===== config.mk =====
export PLATFORM = sky130hd
export DESIGN_NAME = frame_responder_flat
export DESIGN_NICKNAME = d
export VERILOG_FILES = /design/src/rtl/frame_responder_if.sv /design/src/rtl/frame_responder.sv /design/src/flat_wrapper.sv
export SDC_FILE = /design/constraint.sdc
export NUM_CORES = 2
export LEC_CHECK = 0
export ABC_AREA = 1
export ABC_CLOCK_PERIOD_IN_PS = 85600
export CORE_ASPECT_RATIO = 2
export CORE_MARGIN = 3
export CORE_UTILIZATION = 40
export CTS_CLUSTER_SIZE = 40
export DETAILED_ROUTE_END_ITERATION = 10
export PLACE_DENSITY = 0.66
export SETUP_SLACK_MARGIN = 0.15
export SLEW_MARGIN = 20
export SYNTH_ARGS = -nofsm -noshare
export SYNTH_HDL_FRONTEND = slang
export SYNTH_SLANG_ARGS = --single-unit
export TNS_END_PERCENT = 100

===== constraint.sdc =====
create_clock -name clk -period 85.6 [get_ports clk]
set_input_delay 12.84 -clock clk [delete_from_list [all_inputs] [get_ports clk]]
set_output_delay 12.84 -clock clk [all_outputs]
set_load 0.005 [all_outputs]

===== src/rtl/frame_responder_if.sv =====
// Byte link between the frame responder and its serial byte ports / test logic.
// rx_valid is a one-cycle strobe with no back-pressure; tx_byte/tx_valid hold until a cycle with tx_ready=1.
interface frame_responder_if;
  logic [7:0] rx_byte;
  logic       rx_valid;
  logic [7:0] tx_byte;
  logic       tx_valid;
  logic       tx_ready;

  modport master (
    output rx_byte, rx_valid, tx_ready,
    input  tx_byte, tx_valid
  );

  modport slave (
    input  rx_byte, rx_valid, tx_ready,
    output tx_byte, tx_valid
  );
endinterface


===== src/rtl/frame_responder.sv =====
// Receives a byte-stuffed frame, de-stuffs it into a shadow buffer and answers
// with one confirmation byte (OKAY / ERROR / FATAL_ERROR).
module frame_responder #(
  parameter int DATA_SIZE     = 64,
  parameter int PREAMBLE_SIZE = 7,
  parameter int CRC_SIZE      = 4,
  parameter int FRAME_BYTES   = PREAMBLE_SIZE + DATA_SIZE + CRC_SIZE,
  parameter int MAX_ERRORS    = 3
) (
  input  logic                       clk,
  input  logic                       rst,
  frame_responder_if.slave           link,
  output logic [0:FRAME_BYTES*8-1]   fout,
  output logic                       fout_valid,
  output logic [7:0]                 frame_type,
  output logic [7:0]                 err_count,
  output logic                       fatal,
  output logic [2:0]                 dbg_state
);

  localparam logic [7:0] FRAME_START = 8'h06;
  localparam logic [7:0] FRAME_END   = 8'h07;
  localparam logic [7:0] ESC_VAL     = 8'h14;
  localparam logic [7:0] ESC_XOR     = 8'h20;
  localparam logic [7:0] OKAY        = 8'h05;
  localparam logic [7:0] ERROR       = 8'h04;
  localparam logic [7:0] FATAL_ERROR = 8'h08;

  localparam int CNT_W = $clog2(FRAME_BYTES + 2);
  localparam logic [CNT_W-1:0] CNT_FULL = CNT_W'(FRAME_BYTES);
  localparam logic [CNT_W-1:0] CNT_SAT  = CNT_W'(FRAME_BYTES + 1);
  localparam logic [7:0]       MAX_ERR  = 8'(MAX_ERRORS);

  typedef enum logic [2:0] {
    IDLE  = 3'd0,
    RECV  = 3'd1,
    ESC   = 3'd2,
    CHECK = 3'd3,
    SEND  = 3'd4,
    HALT  = 3'd5
  } state_t;

  state_t                  state, next_state;
  logic [CNT_W-1:0]        cnt;
  logic [0:FRAME_BYTES*8-1] shadow;
  logic                    rx_start;
  logic                    store_en;
  logic [7:0]              store_byte;
  logic                    frame_good;
  logic [7:0]              err_next;

  assign dbg_state = state;

  always_ff @(posedge clk or posedge rst) begin
    if (rst) state <= IDLE;
    else     state <= next_state;
  end

  // In ESC the byte is data regardless of value; flags only act in RECV/IDLE.
  always_comb begin
    next_state = state;
    rx_start   = 1'b0;
    store_en   = 1'b0;
    store_byte = link.rx_byte;
    case (state)
      IDLE: begin
        if (link.rx_valid && link.rx_byte == FRAME_START) begin
          rx_start   = 1'b1;
          next_state = RECV;
        end
      end
      RECV: begin
        if (link.rx_valid) begin
          if (link.rx_byte == ESC_VAL)          next_state = ESC;
          else if (link.rx_byte == FRAME_END)   next_state = CHECK;
          else if (link.rx_byte == FRAME_START) rx_start   = 1'b1;
          else                                  store_en   = 1'b1;
        end
      end
      ESC: begin
        if (link.rx_valid) begin
          store_en   = 1'b1;
          store_byte = link.rx_byte ^ ESC_XOR;
          next_state = RECV;
        end
      end
      CHECK: next_state = SEND;
      SEND: begin
        if (link.tx_ready) next_state = fatal ? HALT : IDLE;
      end
      HALT:    next_state = HALT;
      default: next_state = IDLE;
    endcase
  end

  assign frame_good = (cnt == CNT_FULL) && (shadow[0:7] <= 8'h03);
  assign err_next   = (err_count == 8'hFF) ? 8'hFF : err_count + 8'd1;

  always_ff @(posedge clk or posedge rst) begin
    if (rst) begin
      cnt           <= '0;
      shadow        <= '0;
      fout          <= '0;
      fout_valid    <= 1'b0;
      frame_type    <= 8'h00;
      err_count     <= 8'h00;
      fatal         <= 1'b0;
      link.tx_byte  <= 8'h00;
      link.tx_valid <= 1'b0;
    end else begin
      fout_valid <= 1'b0;

      // Bytes past the frame length are counted (so over-long frames fail) but not stored.
      if (rx_start) begin
        cnt <= '0;
      end else if (store_en) begin
        for (int k = 0; k < FRAME_BYTES; k++) begin
          if (cnt == CNT_W'(k)) shadow[k*8 +: 8] <= store_byte;
        end
        if (cnt != CNT_SAT) cnt <= cnt + 1'b1;
      end

      if (state == CHECK) begin
        link.tx_valid <= 1'b1;
        if (frame_good) begin
          fout         <= shadow;
          frame_type   <= shadow[0:7];
          fout_valid   <= 1'b1;
          err_count    <= 8'h00;
          link.tx_byte <= OKAY;
        end else begin
          err_count <= err_next;
          if (err_next >= MAX_ERR) begin
            link.tx_byte <= FATAL_ERROR;
            fatal        <= 1'b1;
          end else begin
            link.tx_byte <= ERROR;
          end
        end
      end

      if (state == SEND && link.tx_ready) link.tx_valid <= 1'b0;
    end
  end

endmodule


===== src/flat_wrapper.sv =====
// flat-port wrapper written by rule: the top's interface ports become plain ports
module frame_responder_flat 
#(
  parameter int DATA_SIZE     = 64,
  parameter int PREAMBLE_SIZE = 7,
  parameter int CRC_SIZE      = 4,
  parameter int FRAME_BYTES   = PREAMBLE_SIZE + DATA_SIZE + CRC_SIZE,
  parameter int MAX_ERRORS    = 3
)
  (clk, rst, fout, fout_valid, frame_type, err_count, fatal, dbg_state, link_rx_byte, link_rx_valid, link_tx_ready, link_tx_byte, link_tx_valid);
  frame_responder_if link_i ();
  input  logic clk;
  input  logic rst;
  output logic [0:FRAME_BYTES*8-1] fout;
  output logic fout_valid;
  output logic [7:0] frame_type;
  output logic [7:0] err_count;
  output logic fatal;
  output logic [2:0] dbg_state;
  input wire logic [$bits(link_i.rx_byte)-1:0] link_rx_byte;
  input wire logic [$bits(link_i.rx_valid)-1:0] link_rx_valid;
  input wire logic [$bits(link_i.tx_ready)-1:0] link_tx_ready;
  output wire logic [$bits(link_i.tx_byte)-1:0] link_tx_byte;
  output wire logic [$bits(link_i.tx_valid)-1:0] link_tx_valid;
  assign link_i.rx_byte = link_rx_byte;
  assign link_i.rx_valid = link_rx_valid;
  assign link_i.tx_ready = link_tx_ready;
  assign link_tx_byte = link_i.tx_byte;
  assign link_tx_valid = link_i.tx_valid;
  frame_responder #(.DATA_SIZE(DATA_SIZE), .PREAMBLE_SIZE(PREAMBLE_SIZE), .CRC_SIZE(CRC_SIZE), .FRAME_BYTES(FRAME_BYTES), .MAX_ERRORS(MAX_ERRORS)) u_core (.clk(clk), .rst(rst), .link(link_i), .fout(fout), .fout_valid(fout_valid), .frame_type(frame_type), .err_count(err_count), .fatal(fatal), .dbg_state(dbg_state));
endmodule

======== Word level (Yosys, flattened, before mapping) ========
Cells that the tools add are included.
operators by class
  $add $sub $neg .......................... 2
  order comparisons ....................... 2
  eq/ne operators ......................... 90
  multiplexer cells ....................... 33
  bitwise logic cells ..................... 3
  reductions and logical operators ........ 87
operators with widths
  cell                   count
  $reduce_and A3 Y1      76
  $eq A7 B6 Y1 const B   32
  $eq A7 B5 Y1 const B   16
  $eq A7 B7 Y1 const B   12
  $eq A7 B4 Y1 const B   8
  $eq A7 B3 Y1 const B   4
  $mux W8                3
  $mux W3                7
  $mux W7                3
  $pmux W3 S6            1
  $eq A8 B3 Y1 const B   2
  $eq A7 B2 Y1 const B   2
  $mux W1                14
  $mux W6                2
  $add A8 B1 Y8 const B  1
  $eq A8 B5 Y1 const B   1
  $eq A8 B8 Y1 const B   1
  $ge A8 B2 Y1 const B   1
  $le A8 B2 Y1 const B   1
  $add A7 B1 Y7 const B  1
  $eq A7 B1 Y1 const B   1
  $logic_not A7 Y1       1
  $ne A7 B7 Y1 const B   1
  $eq A3 B2 Y1 const B   2
  other kinds (13)       24
storage, ports and cells
  register bits ........................... 1237
  input bits .............................. 12
  output and inout port bits .............. 630
  word-level logic and storage cells ...... 301

======== Longest topological paths before layout ========
  depth after elaboration ................. 8
  gate-level depth with buffers ........... 13

======== Worst setup path after synthesis ========
Ideal clock, no wire load.
  path type ............................... input to register
  from .................................... in link_rx_byte[2]
  to ...................................... reg u_core.shadow[486] (netlist name)
  library setup time ...................... 131 ps
  arrival ................................. 14024 ps
  slack ................................... 71445 ps
  cell stages on the path ................. 12
  cells stage by stage .................... inv_1 nor2_1 nand2_1 nor2_2 nor2_1 nand3_4 nand2_8 buf_6 nand2_2 buf_4 nand2_1 o21ai_1
between the ends
  word-level cells in the longest chain between the ends .. 8
  elaborated cells between the ends (all ways) .. 17
  those cells by class .................... eq/ne: 3; mux: 11; bitwise: 1; reduce/logical: 2
ends and longest elaborated chain
  item                                  line                                          text
  start, declared                       flat_wrapper.sv:20                            input wire logic [$bits(link_i.rx_byte)-1:0] link_rx_byte;
  $eq A8 B3 Y1                          frame_responder.sv:67, frame_responder.sv:76
  $mux W1                               frame_responder.sv:76                         else if (link.rx_byte == FRAME_START) rx_start = 1'b1;
  $mux W1                               frame_responder.sv:75                         else if (link.rx_byte == FRAME_END) next_state = CHECK;
  $mux W1                               frame_responder.sv:74                         if (link.rx_byte == ESC_VAL) next_state = ESC;
  $mux W1                               frame_responder.sv:73                         if (link.rx_valid) begin
  $pmux W1 S2                           frame_responder.sv:65                         case (state)
  $not A1 Y1 (no source line)           --
  $reduce_and A3 Y1 (no source line) *  --
  end signal, assigned by index         frame_responder.sv:118                        if (cnt == CNT_W'(k)) shadow[k*8 +: 8] <= store_byte;
  end, declared                         frame_responder.sv:45                         logic [0:FRAME_BYTES*8-1] shadow;
Mark *: on every way between the ends. The rest lies on a longest branch, timed or not.
A chain may end at the register's enable or synchronous reset.

==> results.md <==
- Pleak: about 29 nW
- Clk Latency, worst-skew pair: between 700 and 800 ps
- Starting density of the core: between 40 and 50%
- TritonCTS Buffers: about 110
- Worst-Margin Slew: 1210 ps
- Post-DRT Antenna Nets: 0
- DRC: 0
- Async S/R FF share, synth: 100%
- Max Slew Vio Count: 0
- Fill cells: ~11000
- Outcome: finished, final reports clean
- Post-CTS Setup Repair Bufs: 0
- CP endpoint kind: asynchronous set/reset pin
- Main synth FF type: dfrtp_1
- 1st-pass router iterations: 5
- Setup_tns: 0 ps
- Root cell of the clock tree: clkbuf_16
- Synth cell types: 35
- Critical path peak fanout: 154
- Io pins: about 640
- Post-CTS sizing: 0
- Sequential Area: 30600 µm²
- Worst hold path class: reg -> reg
- Crit start category: primary input
- Register area share after synthesis: approximately 65%
- Clock-pin slew on the worst setup and hold paths: approximately 70 ps
- Final std cells w/o fill: between 7000 and 8000
- Final wirelength: 139000 µm
- Pwr dens: between 20 and 25 nW/µm²
- CTS Hold Bufs: 0
- Skew final: between 30 and 40 ps
- Max-Cap Viols: 0
- Crit share post-route: 19.3%
- I/O Buffers: 636
- Hpwl dp: ~88000 µm
- Yosys top cell area share: ~65%
- CP cell instances: clkdlybuf4s50_1 > inv_8 > buf_4 > buf_12 > buf_4 > buf_4
- Post-synthesis cell area: around 47000 µm²
- Area contributors post-synth: dfrtp_1 (65%), nand2_1 (19%), o21ai_1 (5.4%)
- H-tree levels: 3
- Relative slew slack: about a fifth
- Tot GR Track Use: 22.6%
- Final Hold Fails: 0
- Die Span X: 249 µm
- Vias per cell: 4.94
- Core footprint: ~120000 µm²
- TritonCTS clock tree: built
- Longest Clk Path Bufs: 3
- Final min period: between 15000 and 20000 ps
- Largest net degree at the start of global routing: 188
- Vias in the first global route: around 34000
- Total grt overflow: 0
- Syn_area_per_cell: 9.50 µm²
- Die Footprint: 123000 µm²
- Via count: 34858
- # nets final: ~5500
- CP arrival: approximately 17000 ps
- RSZ-0062 raised after global routing: no
- Yosys top cell by area: dfrtp_1
- Pwr Total: between 0.001 and 0.0015 W
- FF+latch count, synth: ~1200
- Final-report setup violation count: 0
- DP Cell Count: 6876
- Layout cells sized above 1: roughly 5.8%
- Post-Synthesis Cells: between 4000 and 5000
- Fmax: 60.5 MHz
- Post-synth EDFFs: 0
- RD Place Congestion: around 0.78
- Multi-input gate area: 14000 µm²
- Num Clock Sinks: ~1200
- DRT iter0 DRCs: just under 3000
- Initial antenna violation count: 2
- First-pass GRT wire length: approximately 220000 µm
- Worst path slowest cell: buf_4
- CP peak stage delay: 850 ps
- Syn-to-layout area delta: 21.0%
- Worst Hold Margin: around 460 ps
- Wire per inst: 19.7 µm
- Worst EP required: around 86000 ps
- CP Class: in -> async
- Die height: ~500 µm
- Most common cell in the netlist: nand2_1
- Row count: between 150 and 200
- CP dominant cell by count: buf_4
- Syn. warnings: 0
- Worst VDD drop: roughly 20 µV
- Post-synth top cells: nand2_1 (2455), dfrtp_1 (1224), o21ai_1 (511), clkbuf_1 (117), inv_1 (116)
[area by class of cell]
| class | count | share of cell area, % |
|---|---|---|
| repair buffers | 677 | 11.8 |
| clock inverters | 32 | 0.612 |
| flip-flops and latches | 1224 | 53.5 |
| well taps | 1521 | 3.32 |
| inverters | 129 | 0.903 |
| diodes | 1 | 0.00437 |
| multi-input cells | 3325 | 24.5 |
| clock buffers | 152 | 5.41 |
[cells in the final DEF (no fill, tap or decap), types with 3 or more instances in the layout]
master and count:
inv_1 109, nand2_1 2455, conb_1 5, nor3_4 3
nand4_1 8, nor3_1 5, nor2_2 6, inv_4 7
inv_8 3, ha_1 5, nand2_4 38, clkbuf_8 27
nand2_2 37, nand3_1 89, clkdlybuf4s50_1 636, a21oi_1 4
nor2_1 37, clkinv_2 17, inv_2 11, nor2_4 4
clkbuf_1 19, xor2_1 4, bufinv_16 3, buf_4 34
o21ai_1 511, buf_12 5, clkbuf_16 106, o21ai_0 103
clkinvlp_4 4, dfrtp_1 1224
[flip-flops by register name, indices dropped and copies added, names as in the netlist]
| register | count |
|---|---|
| u_core.shadow | 600 |
| u_core.fout | 592 |
| u_core.err_count | 8 |
| u_core.frame_type | 8 |
| u_core.cnt | 7 |
| u_core.dbg_state | 3 |
| u_core.link.tx_byte | 3 |
| u_core.fatal | 1 |
| u_core.fout_valid | 1 |
| u_core.link.tx_valid | 1 |
[layer usage]
metal	global-route usage [%]	up-vias	routed length, µm
met3	5.49	187	9990
met2	37.6	1087	67300
li1	-	16464	-
met4	7.24	2	4060
met1	29.3	17118	57800
met5	0	-	18
[path summary, 6_finish.rpt]
check | from | to | slack [ps] | cells past startpoint
max | rst | u_core.shadow[21] | 69060 | 6
min | u_core.shadow[342] | u_core.fout[342] | 460 | 2
max reg2reg | u_core.cnt[0] | u_core.fout[386] | 80890 | 10
min reg2reg | u_core.shadow[342] | u_core.fout[342] | 460 | 2
max in group clk | link_rx_byte[2] | u_core.shadow[207] | 69470 | 12
min in group asynchronous | rst | u_core.fout[286] | 12720 | 2
[critical path, delay by kind of cell]
| kind | cells | cell delay, ps |
|---|---|---|
| buffers and inverters | 6 | 4180 |
[per-stage QoR]
| stage | utilization, % | worst slack (ps) | area, µm² |
|---|---|---|---|
| after floorplan | - | 38270 | 47400 |
| after global placement | 46.0 | 67910 | 53800 |
| after detailed placement | 46.0 | 67820 | 53800 |
| after CTS | 49.0 | 68640 | 57200 |
| after global routing | 49.0 | 68400 | 57300 |
| final | 49.0 | 69060 | 57300 |
[cell families (layout without fill, tap and decap cells)]
family | Yosys count | count (layout) | synth area share, %
AO/OA/AOI/OAI | 622 | 622 | 6.59
flip-flops | 1224 | 1224 | 64.7
AND/OR/NAND/NOR | 2686 | 2686 | 22.6
adder cells (fa/ha/maj) | 5 | 5 | 0.132
XOR/XNOR | 7 | 7 | 0.130
other | 1 | 6 | 0.00792
buffers and inverters | 439 | 990 | 5.84
[report_power, final]
part | internal, W | switching (W) | total, W
clock | 0.000261 | 0.000221 | 0.000482
combinational | 0.0000262 | 0.0000740 | 0.000100
sequential | 0.000601 | 0.0000155 | 0.000617
No activity file was read; power rests on OpenSTA's default activity.
